File: src/rtl/pipeline_perf_monitor_if.sv
// Status/readback bundle between the CPU core and its performance monitor.
// The master drives per-cycle pipeline events and read requests; the slave answers.
interface pipeline_perf_monitor_if #(
  parameter int CNT_W = 32
);
  logic             start_i;
  logic             stall_i;
  logic             branch_i;
  logic             flush_i;
  logic             retire_i;
  logic             clear_i;
  logic [1:0]       rd_sel_i;
  logic             rd_req_i;
  logic             rd_vld_o;
  logic [CNT_W-1:0] rd_data_o;
  logic             running_o;
  logic             done_o;
  logic             ovf_o;

  modport master (
    output start_i, stall_i, branch_i, flush_i, retire_i, clear_i, rd_sel_i, rd_req_i,
    input  rd_vld_o, rd_data_o, running_o, done_o, ovf_o
  );

  modport slave (
    input  start_i, stall_i, branch_i, flush_i, retire_i, clear_i, rd_sel_i, rd_req_i,
    output rd_vld_o, rd_data_o, running_o, done_o, ovf_o
  );
endinterface

File: src/rtl/pipeline_perf_monitor.sv
// Saturating cycle/stall/flush/retire event counters for the 5-stage core,
// gated by an IDLE/RUN/HOLD/DONE run-control FSM, with a registered snapshot read port.
module pipeline_perf_monitor #(
  parameter int CNT_W      = 32,
  parameter int MAX_CYCLES = 64
) (
  input  logic                    clk_i,
  input  logic                    rst_i,
  pipeline_perf_monitor_if.slave  bus
);

  typedef enum logic [1:0] {IDLE, RUN, HOLD, DONE} state_t;

  localparam int CMP_W = CNT_W + 32;

  state_t           state;
  state_t           state_next;
  logic [CNT_W-1:0] cnt [4];   // 0=cycles 1=stalls 2=flushes 3=retired
  logic [3:0]       inc;
  logic [3:0]       full;
  logic [CMP_W-1:0] cyc_plus1;
  logic             cyc_hit;
  logic             ovf;
  logic             rd_vld;
  logic [CNT_W-1:0] rd_data;
  logic             running;
  logic             done;

  // A stall raised together with a branch is the branch bubble, not a hazard stall.
  assign inc = {bus.retire_i, bus.flush_i, bus.stall_i & ~bus.branch_i, 1'b1};

  // NOTE: every variable gets a default at the top of always_comb so no path leaves it unassigned, which would infer a latch.
  always_comb begin
    full = '0;
    for (int i = 0; i < 4; i++) full[i] = &cnt[i];
  end

  // Widened compare so a MAX_CYCLES beyond the counter range simply never fires.
  assign cyc_plus1 = CMP_W'(cnt[0]) + CMP_W'(1);
  assign cyc_hit   = (MAX_CYCLES != 0) && !full[0] && (cyc_plus1 == CMP_W'(MAX_CYCLES));

  // NOTE: sequential state uses non-blocking assignments so every flop samples pre-edge values.
  always_ff @(posedge clk_i or negedge rst_i) begin
    if (!rst_i) state <= IDLE;
    else        state <= state_next;
  end

  always_comb begin
    state_next = state;
    if (bus.clear_i) begin
      state_next = IDLE;
    end else begin
      case (state)
        IDLE:    if (bus.start_i) state_next = RUN;
        RUN:     if (cyc_hit) state_next = DONE;
                 else if (!bus.start_i) state_next = HOLD;
        HOLD:    if (bus.start_i) state_next = RUN;
        default: state_next = state;
      endcase
    end
  end

  always_comb begin
    running = 1'b0;
    done    = 1'b0;
    case (state)
      RUN:     running = 1'b1;
      DONE:    done    = 1'b1;
      default: ;
    endcase
  end

  // NOTE: the counter array is a handful of flops, not a RAM, so it is cleared by the async reset like any register.
  always_ff @(posedge clk_i or negedge rst_i) begin
    if (!rst_i) begin
      for (int i = 0; i < 4; i++) cnt[i] <= '0;
      ovf <= 1'b0;
    end else if (bus.clear_i) begin
      for (int i = 0; i < 4; i++) cnt[i] <= '0;
      ovf <= 1'b0;
    end else if (state == RUN) begin
      for (int i = 0; i < 4; i++) begin
        if (inc[i] && !full[i]) cnt[i] <= cnt[i] + CNT_W'(1);
      end
      if (|(inc & full)) ovf <= 1'b1;
    end
  end

  // Snapshot reflects the counters before this edge's update, and survives clear.
  always_ff @(posedge clk_i or negedge rst_i) begin
    if (!rst_i) begin
      rd_vld  <= 1'b0;
      rd_data <= '0;
    end else begin
      rd_vld <= bus.rd_req_i;
      if (bus.rd_req_i) rd_data <= cnt[bus.rd_sel_i];
    end
  end

  assign bus.rd_vld_o  = rd_vld;
  assign bus.rd_data_o = rd_data;
  assign bus.running_o = running;
  assign bus.done_o    = done;
  assign bus.ovf_o     = ovf;

endmodule

File: src/flat_wrapper.sv
// flat-port wrapper written by rule: the top's interface ports become plain ports
module pipeline_perf_monitor_flat 
#(
  parameter int CNT_W      = 32,
  parameter int MAX_CYCLES = 64
)
  (clk_i, rst_i, bus_start_i, bus_stall_i, bus_branch_i, bus_flush_i, bus_retire_i, bus_clear_i, bus_rd_sel_i, bus_rd_req_i, bus_rd_vld_o, bus_rd_data_o, bus_running_o, bus_done_o, bus_ovf_o);
  pipeline_perf_monitor_if #(.CNT_W(CNT_W)) bus_i ();
  input  logic clk_i;
  input  logic rst_i;
  input wire logic [$bits(bus_i.start_i)-1:0] bus_start_i;
  input wire logic [$bits(bus_i.stall_i)-1:0] bus_stall_i;
  input wire logic [$bits(bus_i.branch_i)-1:0] bus_branch_i;
  input wire logic [$bits(bus_i.flush_i)-1:0] bus_flush_i;
  input wire logic [$bits(bus_i.retire_i)-1:0] bus_retire_i;
  input wire logic [$bits(bus_i.clear_i)-1:0] bus_clear_i;
  input wire logic [$bits(bus_i.rd_sel_i)-1:0] bus_rd_sel_i;
  input wire logic [$bits(bus_i.rd_req_i)-1:0] bus_rd_req_i;
  output wire logic [$bits(bus_i.rd_vld_o)-1:0] bus_rd_vld_o;
  output wire logic [$bits(bus_i.rd_data_o)-1:0] bus_rd_data_o;
  output wire logic [$bits(bus_i.running_o)-1:0] bus_running_o;
  output wire logic [$bits(bus_i.done_o)-1:0] bus_done_o;
  output wire logic [$bits(bus_i.ovf_o)-1:0] bus_ovf_o;
  assign bus_i.start_i = bus_start_i;
  assign bus_i.stall_i = bus_stall_i;
  assign bus_i.branch_i = bus_branch_i;
  assign bus_i.flush_i = bus_flush_i;
  assign bus_i.retire_i = bus_retire_i;
  assign bus_i.clear_i = bus_clear_i;
  assign bus_i.rd_sel_i = bus_rd_sel_i;
  assign bus_i.rd_req_i = bus_rd_req_i;
  assign bus_rd_vld_o = bus_i.rd_vld_o;
  assign bus_rd_data_o = bus_i.rd_data_o;
  assign bus_running_o = bus_i.running_o;
  assign bus_done_o = bus_i.done_o;
  assign bus_ovf_o = bus_i.ovf_o;
  pipeline_perf_monitor #(.CNT_W(CNT_W), .MAX_CYCLES(MAX_CYCLES)) u_core (.clk_i(clk_i), .rst_i(rst_i), .bus(bus_i));
endmodule
File: config.mk
export PLATFORM = sky130hd
export DESIGN_NAME = pipeline_perf_monitor_flat
export DESIGN_NICKNAME = d
export VERILOG_FILES = /design/src/rtl/pipeline_perf_monitor_if.sv /design/src/rtl/pipeline_perf_monitor.sv /design/src/flat_wrapper.sv
export SDC_FILE = /design/constraint.sdc
export NUM_CORES = 1
export LEC_CHECK = 0
export CAP_MARGIN = 10
export CORE_ASPECT_RATIO = 1.1
export CORE_MARGIN = 3
export CORE_UTILIZATION = 50
export DETAILED_ROUTE_END_ITERATION = 12
export HOLD_SLACK_MARGIN = 0.1
export PLACE_DENSITY = 0.71
export SYNTH_ARGS = -nofsm -noshare
export SYNTH_HDL_FRONTEND = slang
export SYNTH_SLANG_ARGS = --single-unit
File: constraint.sdc
create_clock -name clk_i -period 4.4 [get_ports clk_i]
set_input_delay 0.88 -clock clk_i [delete_from_list [all_inputs] [get_ports clk_i]]
set_output_delay 0.88 -clock clk_i [all_outputs]
set_load 0.1 [all_outputs]
# After elaboration in Yosys (flattened, before gate mapping)
# Index checks and enable logic that the tools add are counted.
[totals] reg_bits=164 input_bits=11 elab_cells=71
[classes] addsub=5 magnitude_cmp=1 n_eq_ne=7 mux=19 bitwise_logic=4 reduce_logical=27
[ops] operator="$mux W128" n=2
[ops] operator="$mux W32" n=6
[ops] operator="$add A32 B1 Y32 const B" n=4
[ops] operator="$reduce_and A32 Y1" n=4
[ops] operator="$bmux W32 S2" n=1
[ops] operator="$eq A64 B7 Y1 const B" n=1
[ops] operator="$add A32 B1 Y33 const B" n=1
[ops] operator="$reduce_and A2 Y1" n=5
[ops] operator="$reduce_bool A2 Y1" n=5
[ops] operator="$mux W2" n=4
[ops] operator="$mux W1" n=5
[ops] operator="$and A4 B4 Y4" n=1
[ops] operator="$eq A2 B2 Y1 const B" n=2
[ops] operator="$logic_and A1 B1 Y1" n=4
[ops] operator="$logic_not A1 Y1" n=4
[ops] operator="$ne A4 B3 Y1 const B" n=1
[ops] operator="$pmux W2 S2" n=1
[ops] operator="$reduce_or A4 Y1" n=1
[ops] operator="$ge A3 B3 Y1 const B" n=1
[ops] operator="$ne A3 B1 Y1 const B" n=1
[ops] operator="$not A2 Y3" n=1
[ops] operator="$reduce_and A3 Y1" n=1
[ops] operator="$reduce_bool A3 Y1" n=1
[ops] operator="$eq A2 B1 Y1 const B" n=1
[ops] operator="5 further kinds" n=5

# Depth between registers and ports, before layout
[logic_depth] word_depth=7 depth_mapped=10 mapped_depth_nobuf=7

# Least setup slack after synthesis
# OpenSTA, ideal clock, no wires.
[synth_path] kind="input to register" start="in bus_rd_sel_i[0]" end="reg u_core.rd_data[24], in the netlist u_core.bus.rd_data_o[24]" setup_time_ns=0.125 t_arrival_ns=2.459 required_ns=4.275 setup_slack_ns=1.815 stages=4 n_path_buf=2 cell_sequence="clkbuf_1 > buf_1 > mux4_1 > mux2_2"
[synth_via] elab_chain_cells=4
[synth_rtl] element="start, declared" line_no="flat_wrapper.sv:17" text="input wire logic [$bits(bus_i.rd_sel_i)-1:0] bus_rd_sel_i;"
[synth_rtl] element="$not A2 Y3 (not written as such)" line_no="pipeline_perf_monitor.sv:96" text="if (bus.rd_req_i) rd_data <= cnt[bus.rd_sel_i];"
[synth_rtl] element="$bmux W32 S2" line_no="pipeline_perf_monitor.sv:96"
[synth_rtl] element="$mux W32 (not written as such) (2 in series)" line_no="pipeline_perf_monitor.sv:96"
[synth_rtl] element="end signal, assigned" line_no="pipeline_perf_monitor.sv:96"
[synth_rtl] element="end, declared" line_no="pipeline_perf_monitor.sv:25" text="logic [CNT_W-1:0] rd_data;"
# No other way between the ends. The select of a mux whose other input is x is not followed.
# A chain may end at the register's enable or synchronous reset.

# Worst setup path in the final report
[layout_path] start="reg u_core.state[1]" end="out bus_running_o"
[layout_via] elab_chain_cells=2
[layout_rtl] element="start, declared" line_no="pipeline_perf_monitor.sv:16" text="state_t state;"
[layout_rtl] element="start signal, assigned" line_no="pipeline_perf_monitor.sv:45" text="else state <= state_next;"
[layout_rtl] element="$eq A2 B1 Y1" line_no="pipeline_perf_monitor.sv:66" text="case (state)"
[layout_rtl] element="$mux W1" line_no="pipeline_perf_monitor.sv:66"
[layout_rtl] element="end, declared" line_no="flat_wrapper.sv:21" text="output wire logic [$bits(bus_i.running_o)-1:0] bus_running_o;"
# No other way between the ends.

==> run metrics <==
die area=0.0210 mm^2; num ports=47; vias per cell=6.34; fraction of registers with async set/reset=100%; Slew Viols, Final=0; Pleak=4.15 nW; worst-path cell chain=nand2b_1, clkinv_1, clkdlybuf4s50_1; DR DRC count=0; CP Capture Type=output port; hold-fix buffers at CTS=0; Num CTS Buffers=17; Yosys cell types=72; worst r2r path cells=7; synthesized instance count=971; flip-flop and latch count after synthesis=164; initial core utilization=51.7%; Syn Area/Cell=9.94 um^2; mapped cell area=0.00965 mm^2; Post-Synth XOR/XNOR Area=7.80%; CP bufs+invs=2; CTS root buf=clkbuf_16; first-pass GRT wire length=40.9 mm; worst r2r src=u_core.cnt[97]; f_max=300 MHz; setup repair after global routing missed its margin=no; Post-CTS Setup Repair Bufs=0; number of port buffers=46; commonest cells after routing, fill and taps aside=164 x dfrtp_1, 108 x nor2_1, 65 x nand2_1, 64 x xnor2_1, 48 x nand3_1; Post-synth EDFFs=0; antenna cells=0; worst min path class=input port to async pin; CTS max path bufs=2; Worst path depth=3; Critical path origin=u_core.state[1]; main combinational cell family by area after synthesis=simple AND/OR/NAND/NOR gates; Fin Clk Skew=0.00851 ns; # clock sinks=164; status=complete, no violations; Reg2Reg Setup Slack=1.45 ns; Clock Pin Slew Worst Setup and Hold Paths=0.06 ns; Routed WL per cell=20.2 um; gpl congestion=0.880; Required @ worst endpoint=3.52 ns; final setup fails=0; total power=3.14 mW; Post-layout nets=998; Setup TNS=0 ns; Vias=7846; Critical Path Fanout Max=7; placed cell count=1207; simple-gate area share of the yosys netlist=25.1%; non-filler instance count after layout=1237; Worst Path Arrival=2.45 ns; max_cap viols=0; core area=0.0187 mm^2; Final min period=3.33 ns; synth warn=0; Worst path slowest cell=clkdlybuf4s50_1; startpoint types=flop; Slew @ Worst Pin=1.11 ns; CTS tree=built; Critical Path Max Stage Delay=1.17 ns; Layout area overhead=11.7%; Main synth FF type=dfrtp_1; end of the critical path=bus_running_o; DRT Wirelength=25.0 mm; Syn Nets=986; Die Height=152 um; Adder-Cell Fraction of Synth Area=0.518%; GRT Util Overall=24.6%; RR Endpoint=u_core.cnt[121]; antenna violations before repair=0; Synth Area in Compound Gates=9.19%; Final Hold Vio Count=0; DRT Pass-1 Iters=5; most common cell after layout, fill and taps aside=dfrtp_1; sequential element share of the synthesized area=42.5%; Top delay family on crit path=buffers and inverters; Max VDD drop=0.281 mV; crit share post-route=75.8%; DRT antenna net count=0; number of global-route vias before repair=7437; Skew-Pair Late Insertion Delay=0.43 ns; H-tree levels=4; post-synthesis mux area share=11.7%; global route overflow=0; largest net degree at the start of global routing=88; Core Rows=52; cts repair resizes=0; crit path kind=flop to output port; drt initial violations=711; die width=138 um; Pwr per Cell Area=291 mW/mm^2; placed wire-length estimate=17.7 mm; layout cells sized above 1=13.5%; Slew headroom=26.0%
-- report_power, final --
part	internal [mW]	leakage, nW	switching (mW)
logic	0.0486	1.59	0.129
clock network	0.836	0.270	0.601
registers	1.52	2.28	0.0104
-- sequential cells by signal, indices dropped and copies added (netlist names) --
signal / count
u_core.bus.ovf_o: 1
u_core.bus.rd_data_o: 32
u_core.bus.rd_vld_o: 1
u_core.cnt: 128
u_core.state: 2
-- stage by stage --
stage                     cell area (um^2)  hold WS (ns)  setup slack, ns  util (%)
after floorplan                       9650         0.510             1.82         -
after global placement               10200         0.489             1.49      54.8
after detailed placement             10200         0.498             1.43      54.8
after CTS                            10800         0.451             1.07      57.7
after global routing                 10800         0.471            0.984      57.7
final                                10800         0.433             1.07      57.7
-- worst min path at each step --
| stage | endpoint | slack, ns |
|---|---|---|
| floorplan | u_core.cnt[77] | 0.51 |
| global placement | u_core.bus.rd_data_o[25] | 0.49 |
| detailed placement | u_core.bus.rd_data_o[17] | 0.50 |
| CTS | u_core.cnt[92] | 0.45 |
| global route | u_core.bus.rd_data_o[22] | 0.47 |
| finish | u_core.cnt[88] | 0.43 |
-- cell families after synthesis --
group	after synthesis
fa+ha+maj	4
buf+inv	74
mux	68
flops	164
simple gates	437
xor+xnor	86
compound gates	138
-- cells in the mapped netlist, drive strengths merged (34+ instances only) --
library cell,instances,area share [%]
clkbuf,43,1.7
a21oi,45,2.4
dfrtp,164,43
mux2,34,4.0
nor3,38,2.2
xnor2,64,5.8
o21ai,39,2.1
nand2,65,2.5
nor2,108,4.2
nand4,38,3.0
nand3,49,2.6
-- per-layer routing --
layer	wire (um)	GRT usage, %
met1	11400	36.0
met2	11600	38.3
met3	1480	4.02
met4	506	7.16
met5	0	0
-- worst register-to-register path, delay by kind of cell (launching register included) --
kind	cells	cell delay, ns
fa+ha+maj	1	0.22
flops	1	0.45
compound gates	1	0.80
simple gates	4	1.15
xor+xnor	1	0.18
-- cell type report --
type                            instances  area [um^2]
Timing Repair Buffer                   56          529
Sequential cell                       164         4100
Clock inverter                         11          113
Clock buffer                           19          443
Tap cell                              243          304
Inverter                               11         41.3
Fill cell                            1563         7890
Multi-Input combinational cell        733         5250
No activity file was read; power rests on OpenSTA's default activity.
